**src/rtl/drac_port_arbiter.sv**
```systemverilog
// Round-robin arbiter sharing the single drac system port between NPORTS requesters,
// one transaction in flight, with a srdy watchdog. Optional stats: DRAC_ARB_STATS_EN.
module drac_port_arbiter #(
    parameter int NPORTS  = 2,
    parameter int AW      = 29,
    parameter int DW      = 256,
    parameter int MW      = 32,
    parameter int TIMEOUT = 1023
) (
    input  logic                 clk,
    input  logic                 nrst,
    input  logic [NPORTS-1:0]    p_srd,
    input  logic [NPORTS-1:0]    p_swr,
    input  logic [NPORTS*AW-1:0] p_sa,
    input  logic [NPORTS*DW-1:0] p_swdat,
    input  logic [NPORTS*MW-1:0] p_smsk,
    output logic [DW-1:0]        p_srdat,
    output logic [NPORTS-1:0]    p_srdy,
    output logic [NPORTS-1:0]    p_err,
    output logic                 drac_srd,
    output logic                 drac_swr,
    output logic [AW-1:0]        drac_sa,
    output logic [DW-1:0]        drac_swdat,
    output logic [MW-1:0]        drac_smsk,
    input  logic [DW-1:0]        drac_srdat,
    input  logic                 drac_srdy
`ifdef DRAC_ARB_STATS_EN
    ,
    output logic [NPORTS*16-1:0] grant_cnt
`endif
);

    localparam int PW  = (NPORTS > 2) ? 2 : 1;
    localparam int WDW = (TIMEOUT > 1) ? $clog2(TIMEOUT + 1) : 1;

    typedef enum logic [1:0] {IDLE, BUSY, RECOVER} state_t;

    state_t          state_q, state_d;
    logic [PW-1:0]   rr_q, rr_d;
    logic [PW-1:0]   grant_q, grant_d;
    logic [WDW-1:0]  wdog_q, wdog_d;
    logic            srd_q, srd_d;
    logic            swr_q, swr_d;
    logic [AW-1:0]   sa_q, sa_d;
    logic [DW-1:0]   swdat_q, swdat_d;
    logic [MW-1:0]   smsk_q, smsk_d;

    logic [NPORTS-1:0] req;
    logic [AW-1:0]     sa_arr    [NPORTS];
    logic [DW-1:0]     swdat_arr [NPORTS];
    logic [MW-1:0]     smsk_arr  [NPORTS];
    logic [PW-1:0]     winner;
    logic [PW-1:0]     idx;
    logic              found;
    logic              timeout_hit;

    genvar gi;
    generate
        for (gi = 0; gi < NPORTS; gi++) begin : g_port
            assign req[gi]       = p_srd[gi] | p_swr[gi];
            assign sa_arr[gi]    = p_sa[gi*AW +: AW];
            assign swdat_arr[gi] = p_swdat[gi*DW +: DW];
            assign smsk_arr[gi]  = p_smsk[gi*MW +: MW];
        end
        if (TIMEOUT != 0) begin : g_wdog
            assign timeout_hit = (wdog_q == WDW'(TIMEOUT - 1));
        end else begin : g_no_wdog
            assign timeout_hit = 1'b0;
        end
    endgenerate

    // Scan starts one past the last served port so nobody is granted twice while others wait.
    always_comb begin
        winner = rr_q;
        found  = 1'b0;
        idx    = '0;
        for (int i = 1; i <= NPORTS; i++) begin
            idx = PW'((int'(rr_q) + i) % NPORTS);
            if (!found && req[idx]) begin
                found  = 1'b1;
                winner = idx;
            end
        end
    end

    always_comb begin
        state_d = state_q;
        rr_d    = rr_q;
        grant_d = grant_q;
        wdog_d  = wdog_q;
        srd_d   = srd_q;
        swr_d   = swr_q;
        sa_d    = sa_q;
        swdat_d = swdat_q;
        smsk_d  = smsk_q;
        p_srdy  = '0;
        p_err   = '0;
        unique case (state_q)
            IDLE: begin
                if (found) begin
                    grant_d = winner;
                    swr_d   = p_swr[winner];
                    srd_d   = p_srd[winner] & ~p_swr[winner];
                    sa_d    = sa_arr[winner];
                    swdat_d = swdat_arr[winner];
                    smsk_d  = smsk_arr[winner];
                    wdog_d  = '0;
                    state_d = BUSY;
                end
            end
            BUSY: begin
                wdog_d = wdog_q + WDW'(1);
                // A completion arriving on the timeout cycle still counts as a completion.
                if (drac_srdy) begin
                    p_srdy[grant_q] = 1'b1;
                    rr_d    = grant_q;
                    srd_d   = 1'b0;
                    swr_d   = 1'b0;
                    state_d = RECOVER;
                end else if (timeout_hit) begin
                    p_err[grant_q] = 1'b1;
                    rr_d    = grant_q;
                    srd_d   = 1'b0;
                    swr_d   = 1'b0;
                    state_d = RECOVER;
                end
            end
            RECOVER: begin
                wdog_d  = '0;
                state_d = IDLE;
            end
            default: state_d = IDLE;
        endcase
    end

    always_ff @(posedge clk or negedge nrst) begin
        if (!nrst) begin
            state_q <= IDLE;
            rr_q    <= '0;
            grant_q <= '0;
            wdog_q  <= '0;
            srd_q   <= 1'b0;
            swr_q   <= 1'b0;
            sa_q    <= '0;
            swdat_q <= '0;
            smsk_q  <= '0;
        end else begin
            state_q <= state_d;
            rr_q    <= rr_d;
            grant_q <= grant_d;
            wdog_q  <= wdog_d;
            srd_q   <= srd_d;
            swr_q   <= swr_d;
            sa_q    <= sa_d;
            swdat_q <= swdat_d;
            smsk_q  <= smsk_d;
        end
    end

    assign drac_srd   = srd_q;
    assign drac_swr   = swr_q;
    assign drac_sa    = sa_q;
    assign drac_swdat = swdat_q;
    assign drac_smsk  = smsk_q;
    assign p_srdat    = drac_srdat;

`ifdef DRAC_ARB_STATS_EN
    generate
        for (gi = 0; gi < NPORTS; gi++) begin : g_stats
            logic [15:0] cnt_q, cnt_d;
            always_comb begin
                cnt_d = cnt_q;
                if (p_srdy[gi] && cnt_q != 16'hFFFF) begin
                    cnt_d = cnt_q + 16'd1;
                end
            end
            always_ff @(posedge clk or negedge nrst) begin
                if (!nrst) begin
                    cnt_q <= '0;
                end else begin
                    cnt_q <= cnt_d;
                end
            end
            assign grant_cnt[gi*16 +: 16] = cnt_q;
        end
    endgenerate
`endif

endmodule

```
**config.mk**
```make
export PLATFORM = sky130hd
export DESIGN_NAME = drac_port_arbiter
export DESIGN_NICKNAME = d
export VERILOG_FILES = /design/src/rtl/drac_port_arbiter.sv
export SDC_FILE = /design/constraint.sdc
export NUM_CORES = 1
export LEC_CHECK = 0
export CAP_MARGIN = 20
export CORE_AREA = 3 3 579 581
export CTS_BUF_LIST = sky130_fd_sc_hd__clkbuf_8
export CTS_CLUSTER_SIZE = 20
export DETAILED_ROUTE_END_ITERATION = 7
export DIE_AREA = 0 0 582 584
export PLACE_DENSITY = 0.34
export REMOVE_ABC_BUFFERS = 1
export SLEW_MARGIN = 15
export SYNTH_ARGS = -nofsm -noshare
export SYNTH_HDL_FRONTEND = slang
export SYNTH_SLANG_ARGS = --single-unit
```
**constraint.sdc**
```tcl
create_clock -name clk -period 2.3 [get_ports clk]
set_clock_uncertainty 0.1 [all_clocks]
set_input_delay 0.69 -clock clk [delete_from_list [all_inputs] [get_ports clk]]
set_output_delay 0.69 -clock clk [all_outputs]
set_load 0.1 [all_outputs]
```
* Yosys cells after proc, flatten, opt, wreduce, memory -nomap -nowiden *
Cells that the tools add are included.

storage, ports and cells
  register bits after elaboration = 333
  input port bits = 897
  output and inout port bits = 579
  word-level logic and storage cells = 82

operators by class
  add/subtract/negate cells = 3
  magnitude comparators = 6
  equal/unequal tests = 5
  muxes and demuxes = 42
  bitwise gates (word level) = 5
  reduce and logical (&&, ||, !) cells = 12

operators by type and width
  kind                                                                           count
  256-bit 2-to-1 mux                                                             3
  32-bit 2-to-1 mux                                                              3
  29-bit 2-to-1 mux                                                              3
  10-bit one-hot mux with 3 select lines                                         1
  1-bit 2-to-1 mux                                                               19
  2-bit 2-to-1 mux                                                               8
  10-bit by 1-bit adder with 10-bit output (second input constant)               1
  10-bit equality test (second input constant)                                   1
  10-bit 2-to-1 mux                                                              1
  1-bit by 2-bit less-than comparator with 1-bit output (second input constant)  4
  2-bit AND reduction                                                            4
  1-bit one-hot mux with 2 select lines                                          2
  2-bit one-hot mux with 2 select lines                                          1
  2-bit nonzero test                                                             2
  3-bit inequality test (second input constant)                                  1
  3-bit AND reduction                                                            1
  3-bit nonzero test                                                             1
  1-bit adder (second input constant)                                            2
  2-bit by 1-bit equality test with 1-bit output (second input constant)         1
  2-bit equality test (second input constant)                                    1
  2-bit greater-or-equal comparator (second input constant)                      1
  1-bit logical AND                                                              2
  2-bit logical NOT                                                              1
  2-bit inequality test (second input constant)                                  1
  7 further kinds                                                                8

* Logic depth before layout (Yosys ltp) *
Gate-level depths: netlist of the first run.

  depth after elaboration = 13
  depth in mapped cells = 8
  depth with buffers taken out = 6

* Worst setup path after synthesis of the first run *
Ideal clock, no wire load.

  kind = register -> output
  start point = register state_q[1]
  end point = output port p_err[0]
  data arrival time = 3.916 ns
  data required time = 1.510 ns
  setup slack = -2.406 ns
  stages on the path, launching flop included = 5
  path buffers = 1
  cell sequence = dfrtp_1 nand2b_1 clkbuf_1 nor2_1 nor4b_1

between the ends
  cells in the longest elaborated chain, start to end = 2

ends and longest elaborated chain
  element                                         line  RTL
  start: declaration                              38    state_t state_q, state_d;
  start signal: assignment                        148   state_q <= state_d;
  2-bit by 1-bit equality test with 1-bit output  98    unique case (state_q)
  2-bit 2-to-1 mux                                98
  end: declaration                                19    output logic [NPORTS-1:0] p_err,

No other way between the ends.

* Worst setup path in the final report of the first run *
  start point = register wdog_q[0]
  end point = output port p_err[0]

between the ends
  cells in the longest elaborated chain, start to end = 4

ends and longest elaborated chain
  element                   line  RTL
  start: declaration        41    logic [WDW-1:0] wdog_q, wdog_d;
  start signal: assignment  151   wdog_q <= wdog_d;
  10-bit equality test      66    assign timeout_hit = (wdog_q == WDW'(TIMEOUT - 1));
  2-bit 2-to-1 mux          120   end else if (timeout_hit) begin
  2-bit 2-to-1 mux          114   if (drac_srdy) begin
  2-bit 2-to-1 mux          98

No other way between the ends.

==> results.md, run 1 <==
- Averaged over all synthesized cells, the footprint is 10.1 µm².
- The finished cells cover about 0.037 mm².
- The global-route total usage across every layer is 0.152.
- For met3 alone, demand over resource in global routing was 0.161.
- The synthesized design contains 0 enable-type register cells.
- The via density per instance is between 2 and 3.
- The slowest stage of the critical path belongs to the cell sky130_fd_sc_hd__dfrtp_1.
- The synthesized netlist occupies a cell area of about 0.017 mm².
- The largest incremental delay on the critical path is between 0.3 and 0.4 ns.
- At the pin with the least slew margin, the transition time is between 0.4 and 0.5 ns.
- In this run the most used layer during global routing was met2.
- Of the total power, the share spent switching nets is 0.558.
- The count of buffers added on input and output ports is roughly 960.
- The reported leakage power is around 0.015 µW.
- Clock tree synthesis inserted a total of 84 buffers.
- The number of maximum-capacitance constraint violations is 0.
- The final reports fail on setup timing.
- The final global-route overflow total is 0.
- The floorplan step set the die height to 584 µm.
- The number of pins with negative max-slew slack in the final report came to 0.
- The setup path with the least slack is of type reg2out.
- The largest fanout on the critical path is 2.
- Counting along the longest clock path gives a buffer depth of 4.
- The post-detailed-route count of antenna-violating nets is 0.
- For the worst setup path, the data required time is about 1.5 ns.
- Traced cell by cell, the critical path runs through inv_2 > ha_4 > nand4_1 > nor4b_4 > buf_4 > buf_12.
- The multi-input combinational cells in the finished layout cover a total of about 0.0065 mm².
- The number of antenna violations at the first check in global routing is 153.
- Counting both buffers and inverters, the worst setup path holds a total of 3.
- The part of the power in registers is 0.177.
- The insertion delay of the later-clocked pin in the worst-skew pair is about 0.84 ns.
- Total power for the finished layout comes to between 60000 and 70000 µW.
- The post-CTS clock slew at the launch and capture registers of the worst setup and hold paths is approximately 0.060 ns.
- The total placed instance area is 0.0331 mm².
- The tightest slew margin relative to the limit is 0.724.
- The share of total power dissipated in the clock network is 0.119.
- Routability-driven placement finished with a final weighted congestion of 0.808.
- The run finished, with violations left.
- Once detailed placement completed, the half-perimeter wirelength came to 227000 µm.
- In the post-synthesis netlist, the cell with the most instances is sky130_fd_sc_hd__dfrtp_1.
- The detailed-routing iteration count for the pre-antenna-repair pass is 5.
- The cell sitting at the root of the clock tree is a sky130_fd_sc_hd__clkbuf_8.
- By area the synthesized netlist is led by sky130_fd_sc_hd__dfrtp_1, sky130_fd_sc_hd__mux2i_1, sky130_fd_sc_hd__buf_4, sky130_fd_sc_hd__nand2_1, sky130_fd_sc_hd__o21ai_0.
- The via count of the first global-routing pass is around 18000.
- Of all flip-flops after synthesis, the portion carrying an async set or reset was 1.00.
- The endpoint identified for the worst register-to-register timing path is drac_swdat[88].
- The sequential fraction of the synthesis area is 0.479.
- Setup repair after global routing could not meet its margin everywhere.
- Of the post-synthesis cell area, the dominant cell type holds 0.479.
- Detailed routing inserted a total of around 18000 vias.
- CTS built an H-tree with a depth of 3.
- The die is 582 µm wide.
- The internal power of the cells is 30600 µW.
- The cell type with the highest aggregate area in the netlist is sky130_fd_sc_hd__dfrtp_1.
- Registers take 0.00837 mm².
- The power per cell area is 1860 mW/mm².
- In the global route stage, met1 resource usage came out at 0.168.
- The summed negative setup slack over all endpoints is -2.27 ns.
- The dominant delay contributor by cell family on the critical path is simple AND/OR/NAND/NOR gates.
- The number of core rows is around 210.
- The CTS tree is built.
- The wire length per cell after detailed routing is about 38 µm.
- The final layout contains routed wiring with a total length of between 200000 and 300000 µm.
- The slack of the worst reg-to-reg path is ~0.16 ns.
- The core region area is around 0.33 mm².
- The area overhead of the layout relative to synthesis is 114%.
- In this run, the number of DRC markers left after iteration 0 of detailed routing was 1502.
- The final hold violation count was 0.
- For met2 alone, demand over resource in global routing was 0.185.
- The filler cells instantiated in the layout total ~38000.
- Counting instances in the post-synthesis netlist gives the leading cell types as sky130_fd_sc_hd__dfrtp_1, sky130_fd_sc_hd__nand2_1, sky130_fd_sc_hd__mux2i_1.
- After synthesis, the netlist uses 37 different library cells.
- The worst path setup slack after routing is -0.720 ns.
- The flip-flop and latch count after synthesis is roughly 330.
- Data arrives at the worst endpoint at between 2 and 2.5 ns.
- The final-report setup violation count is 14.
- For this configuration, the core starts out at a cell density of 0.0527.
- The proportion of power drawn by combinational gates is 0.704.
- The number of DRC violations after detailed routing is 0.
- The first global-routing pass estimated 309000 µm of wire.
- The worst slack after detailed placement is -0.934 ns.
- The post-layout minimum cycle time is a little over 3 ns.
- The number of warnings printed during yosys synthesis is 0.
- The die covers between 0.3 and 0.4 mm².
- The startpoint type of the worst setup path is a flop.
- The I/O pin count is roughly 1500.
- The final layout net count is around 3500.
- The number of instances in the synthesized netlist is 1722.
- Dividing the final minimum period by the clock period gives 1.31.
- Entering global routing, the biggest net connects between 50 and 60 pins.
- The fmax is 331 MHz.
- In this run the power spent charging and discharging nets is 38600 µW.
- Among all flip-flop cells after synthesis, the most frequent one is sky130_fd_sc_hd__dfrtp_1.
- VDD sags by at most roughly 870 µV.
- The number of cells on the worst reg-to-reg path is 7.
- The kind of end point of the critical path is a primary output.
- The startpoint identified for the worst register-to-register timing path is rr_q.
- Of the cells placed in the final design, the portion with a size suffix greater than 1 is 0.269.
- The sink count of the clock tree is around 330.
- The class of the worst hold path is in2async.
## worst max-delay path by stage
stage	from	end	cells past startpoint	slack, ns
floorplan	p_swr[1]	drac_sa[0]	3	-19.35
global placement	p_swr[1]	drac_swdat[30]	7	-0.89
detailed placement	p_swr[1]	drac_swdat[30]	7	-0.93
CTS	wdog_q[0]	p_err[0]	6	-0.97
global route	wdog_q[4]	p_err[0]	5	-0.96
finish	wdog_q[0]	p_err[0]	6	-0.72
## routing by layer
metal  up-vias  part of all wire
met5         -             0.021
met1      8469              0.39
met4       106             0.026
li1       7502                 -
met2      2025              0.34
met3       385              0.22
## worst reg2reg max path: cells and delay by family (launching register included)
kind / cells / cell delay [ns]
buf+inv: 3 / 0.81
flops: 1 / 0.45
mux: 1 / 0.27
compound gates: 3 / 0.36
## timing repair
action / in CTS / in global routing
pin swaps: 2 / 3
buffers inserted: 47 / 47
resized for setup: 383 / 30
hold buffers: 1 / 0
endpoints found under the hold margin: 106 / 0
setup endpoints to repair: 326 / 325
## area by class of cell
class                      instances  share of cell area
tap                             4366               0.146
antenna                           42             0.00282
multi-input combinational       1020               0.174
clock buffer                     105              0.0387
sequential                       333               0.224
inverter                           5            0.000503
clock inverter                    35             0.00829
timing repair buffer            1200               0.405
## through the flow
stage / std cells / hold slack, ns / util
2_1_floorplan: 1358 / 0.294 / -
3_3_place_gp: 6829 / 0.364 / 0.100
3_5_place_dp: 6829 / 0.374 / 0.100
4_1_cts: 7017 / 0.0542 / 0.111
5_1_grt: 7086 / 0.0827 / 0.113
6_report: 7106 / 0.206 / 0.113
## cells by family after synthesis
logic type / count (synthesis) / share of synthesized area
buf+inv: 369 / 0.155
simple gates: 356 / 0.0804
compound gates: 343 / 0.101
flops: 333 / 0.479
mux: 318 / 0.183
fa+ha+maj: 2 / 0.00144
xor+xnor: 1 / 0.000503
## power groups by stage
stage | combinational (µW) | clock (µW) | sequential (µW)
floorplan | 4640 | 0 | 19100
global placement | 45800 | 0 | 11700
detailed placement | 45900 | 0 | 11700
CTS | 49100 | 8850 | 12300
global route | 50800 | 8980 | 12600
finish | 48700 | 8260 | 12200
## placed cells by master (no fill, tap or decap), types with 3 or more instances in the layout
cell type	netlist	final
sky130_fd_sc_hd__dfrtp_1	333	303
sky130_fd_sc_hd__o31ai_1	4	4
sky130_fd_sc_hd__o21ai_1	97	97
sky130_fd_sc_hd__nor2_1	8	7
sky130_fd_sc_hd__mux2i_1	317	314
sky130_fd_sc_hd__nand3_1	5	5
sky130_fd_sc_hd__inv_1	5	26
sky130_fd_sc_hd__clkdlybuf4s50_1	0	639
sky130_fd_sc_hd__bufinv_16	0	6
sky130_fd_sc_hd__clkinvlp_4	0	3
sky130_fd_sc_hd__clkbuf_8	0	105
sky130_fd_sc_hd__o21ai_0	226	226
sky130_fd_sc_hd__dfrtp_2	0	30
sky130_fd_sc_hd__diode_2	0	42
sky130_fd_sc_hd__a31oi_1	4	4
sky130_fd_sc_hd__buf_12	0	359
sky130_fd_sc_hd__a21oi_1	4	4
sky130_fd_sc_hd__clkinv_2	0	3
sky130_fd_sc_hd__buf_4	260	200
sky130_fd_sc_hd__nand2_1	327	325
sky130_fd_sc_hd__o211ai_1	3	3
## flip-flops by register name, indices dropped and copies added, names as in the netlist
register,count
grant_q,1
rr_q,1
drac_srd,1
drac_swr,1
drac_smsk,32
drac_swdat,256
wdog_q,10
drac_sa,29
state_q,2
Power figures use the tool's default switching activity.
==> run 2, diff against run 1 <==
Settings changed: CTS_CLUSTER_DIAMETER set to 40, PLACE_DENSITY 0.34 to 0.31.
==> results.md, run 2 (same netlist as run 1, synthesis figures left out) <==
- The via count of the first global-routing pass was 18200 (+0.055%).
- The worst setup path is of the reg2out kind.
- The I/O pin count is 1476 (unchanged).
- The area overhead of the layout relative to synthesis is 117%.
- The switching power total was 38600 µW (about the same).
- The total routed wirelength is 259000 µm (-3.4%).
- The number of flip-flops under the largest register name is 256 (unchanged).
- The post-layout minimum cycle time came to 3.02 ns (-0.00526 ns).
- The detailed-routing iteration count for the pre-antenna-repair pass is 7 (+2).
- The post-CTS clock slew at the launch and capture registers of the worst setup and hold paths is 0.05 ns (about the same).
- The count of buffers inserted at the top-level ports is 963 (unchanged).
- The number of antenna violations at the first check in global routing is 127 (-17%).
- The worst path setup slack after routing is -0.715 ns (+0.00526 ns).
- The proportion of power drawn by combinational gates is 0.684 (-0.020).
- The final-report setup violation count is 43 (+29).
- Setup repair after global routing could not meet its margin everywhere.
- The switching power as a share of total power is 0.549 (-0.00933).
- The sum of internal, switching and leakage power came to 70300 µW (+1.6%).
- The final cell utilization of the core is 0.114 (+0.00122).
- The largest fanout on the critical path is 2 (unchanged).
- The total clock buffers created by CTS is 108 (+29%).
- The largest voltage drop on the vdd net was 1040 µV (+20%).
- The path class of the tightest hold or removal check is in2async.
- The run finished, with violations left.
- The initial standard-cell utilization of the core is 0.0527 (unchanged).
- The transition at the pin with the smallest max-transition slack is 0.613 ns (+0.199 ns).
- The share of the cycle needed by the critical path after routing is 1.31 (-0.00229).
- The number of maximum-capacitance constraint violations is 0 (unchanged).
- The via density per instance came to 2.62 (+0.70%).
- The wire length per cell after detailed routing is 36.3 µm (-3.7%).
- The fraction of layout cells with a size suffix above 1 is 0.277 (+0.00792).
- The reported leakage power came to 0.0150 µW (+1.9%).
- The checks that failed: setup timing.
- The tightest slew margin relative to the limit was 0.579 (-0.144).
- The power per cell area came to 1870 mW/mm² (+0.54%).
- The number of DRC violations after detailed routing is 0 (unchanged).
- The commonest non-fill, non-tap cell in the layout is sky130_fd_sc_hd__clkdlybuf4s50_1.
- The insertion delay of the later-clocked pin in the worst-skew pair was 0.82 ns (-0.02 ns).
- STA classifies the critical path endpoint as a primary output.
- The startpoint type of the worst setup path is a flop.
- The root buffer cell chosen for the clock tree is sky130_fd_sc_hd__clkbuf_8.
- The final global-route overflow total is 0 (unchanged).
- Leaving out fill and tap cells, the most frequent cells in the layout are sky130_fd_sc_hd__clkdlybuf4s50_1, sky130_fd_sc_hd__buf_12, sky130_fd_sc_hd__nand2_1.
- The global-route wire length before repair came to 300000 µm (-2.6%).
- The final layout net count came to 3553 (+0.28%).
- The core region area is 0.330 mm² (unchanged).
- The routed via count is 18700 (+1.1%).
- The area enclosed by the die boundary is 0.340 mm² (unchanged).
- The global-route total usage across every layer is 0.147 (-0.00515).
- The width of the chip is 582 µm (unchanged).
- The number of pins with negative max-slew slack in the final report came to 0 (unchanged).
- The final hold violation count is 0 (unchanged).
- The part of the power in registers is 0.174 (-0.003).
- The data arrival time of the critical path is 2.23 ns (about the same).
- The vertical die dimension was 584 µm (unchanged).
- The layout filler cell count is 37700 (-0.26%).
- The post-detailed-route count of antenna-violating nets is 0 (unchanged).
- The slack of the worst reg-to-reg path is 0.12 ns (-0.04 ns).
- The detailed router's first-iteration violation count is 1207 (-20%).
- The number of core rows is 211 (unchanged).
- The clock network fraction of total power came to 0.142 (+0.023).
- The sink count of the clock tree is 333 (unchanged).
- The data required time of the critical path is 1.51 ns (about the same).
- The pin count of the biggest net entering global routing is 73 (+43%).
- The number of cells on the worst reg-to-reg path came to 7 (unchanged).
- The number of buffers between clock root and the deepest sink came to 4 (unchanged).
- The fmax is 332 MHz (+0.17%).
- The depth of the CTS H-tree is 3 (unchanged).
- The total half-perimeter wirelength after legalization and detailed placement is 219000 µm (-3.7%).
- The internal power of the cells is 31700 µW (+3.8%).
- The placer congestion estimate is 0.804 (-0.51%).
- The CTS tree is built.
## run 2: final timing paths
path	startpoint	to
min in group clk	p_smsk[42]	drac_smsk[10]
min reg2reg	wdog_q[7]	wdog_q[7]
max reg2reg	rr_q	drac_swdat[99]
max	wdog_q[0]	p_err[0]
min	nrst	drac_swdat[214]
max in group asynchronous	nrst	drac_sa[26]
## run 2: area by class of cell
class / instances / area (µm²) / share of cell area
Clock inverter: 65 / 537 / 0.0142
Timing Repair Buffer: 1186 / 15000 / 0.398
Tap cell: 4366 / 5460 / 0.145
Sequential cell: 333 / 8360 / 0.222
Inverter: 5 / 18.8 / 0.000498
Clock buffer: 131 / 1800 / 0.0478
Multi-Input combinational cell: 1020 / 6460 / 0.171
Antenna cell: 25 / 62.6 / 0.00166
## run 2: layer usage
layer  wire (µm)  track usage  vias to the layer above
met5        5070       0.0997                        -
met3       56300        0.151                      392
met4        5480       0.0268                       94
met2       89200        0.178                     2103
met1      102000        0.168                     8559
li1            -            -                     7534
## run 2: through the flow
stage / setup TNS, ns / instances / hold WS (ns) / instance area, µm² / worst slack, ns
after floorplan: -6176.86 / 1358 / 0.294 / 14700 / -19.35
after global placement: -172.39 / 6823 / 0.364 / 32900 / -0.800
after detailed placement: -170.58 / 6823 / 0.371 / 32900 / -0.829
after CTS: -43.41 / 7070 / 0.123 / 37300 / -0.947
after global routing: -35.20 / 7118 / 0.171 / 37700 / -0.910
final: -3.13 / 7131 / 0.294 / 37700 / -0.715
## run 2: repair_timing
action	CTS	global route
endpoints found under the hold margin	148	0
cloned	0	0
buffers inserted	50	36
pin swaps	4	2
endpoints found under the setup margin	323	324
gates resized for setup	408	19
hold buffers	1	0
## run 2: power groups by stage
stage	Clock [µW]	Sequential, µW	Combinational [µW]
global placement	0	11700	45100
detailed placement	0	11700	45200
global route	10800	12600	50200
finish	9970	12200	48100
CTS	10600	12300	48600
floorplan	0	19100	4640
## run 2: critical path: stages, from the launching register on
cell and delay [ns]:
sky130_fd_sc_hd__dfrtp_1 0.38, sky130_fd_sc_hd__inv_2 0.08, sky130_fd_sc_hd__ha_4 0.13, sky130_fd_sc_hd__nand4_1 0.16, sky130_fd_sc_hd__nor4b_4 0.30, sky130_fd_sc_hd__buf_4 0.17, sky130_fd_sc_hd__buf_12 0.17
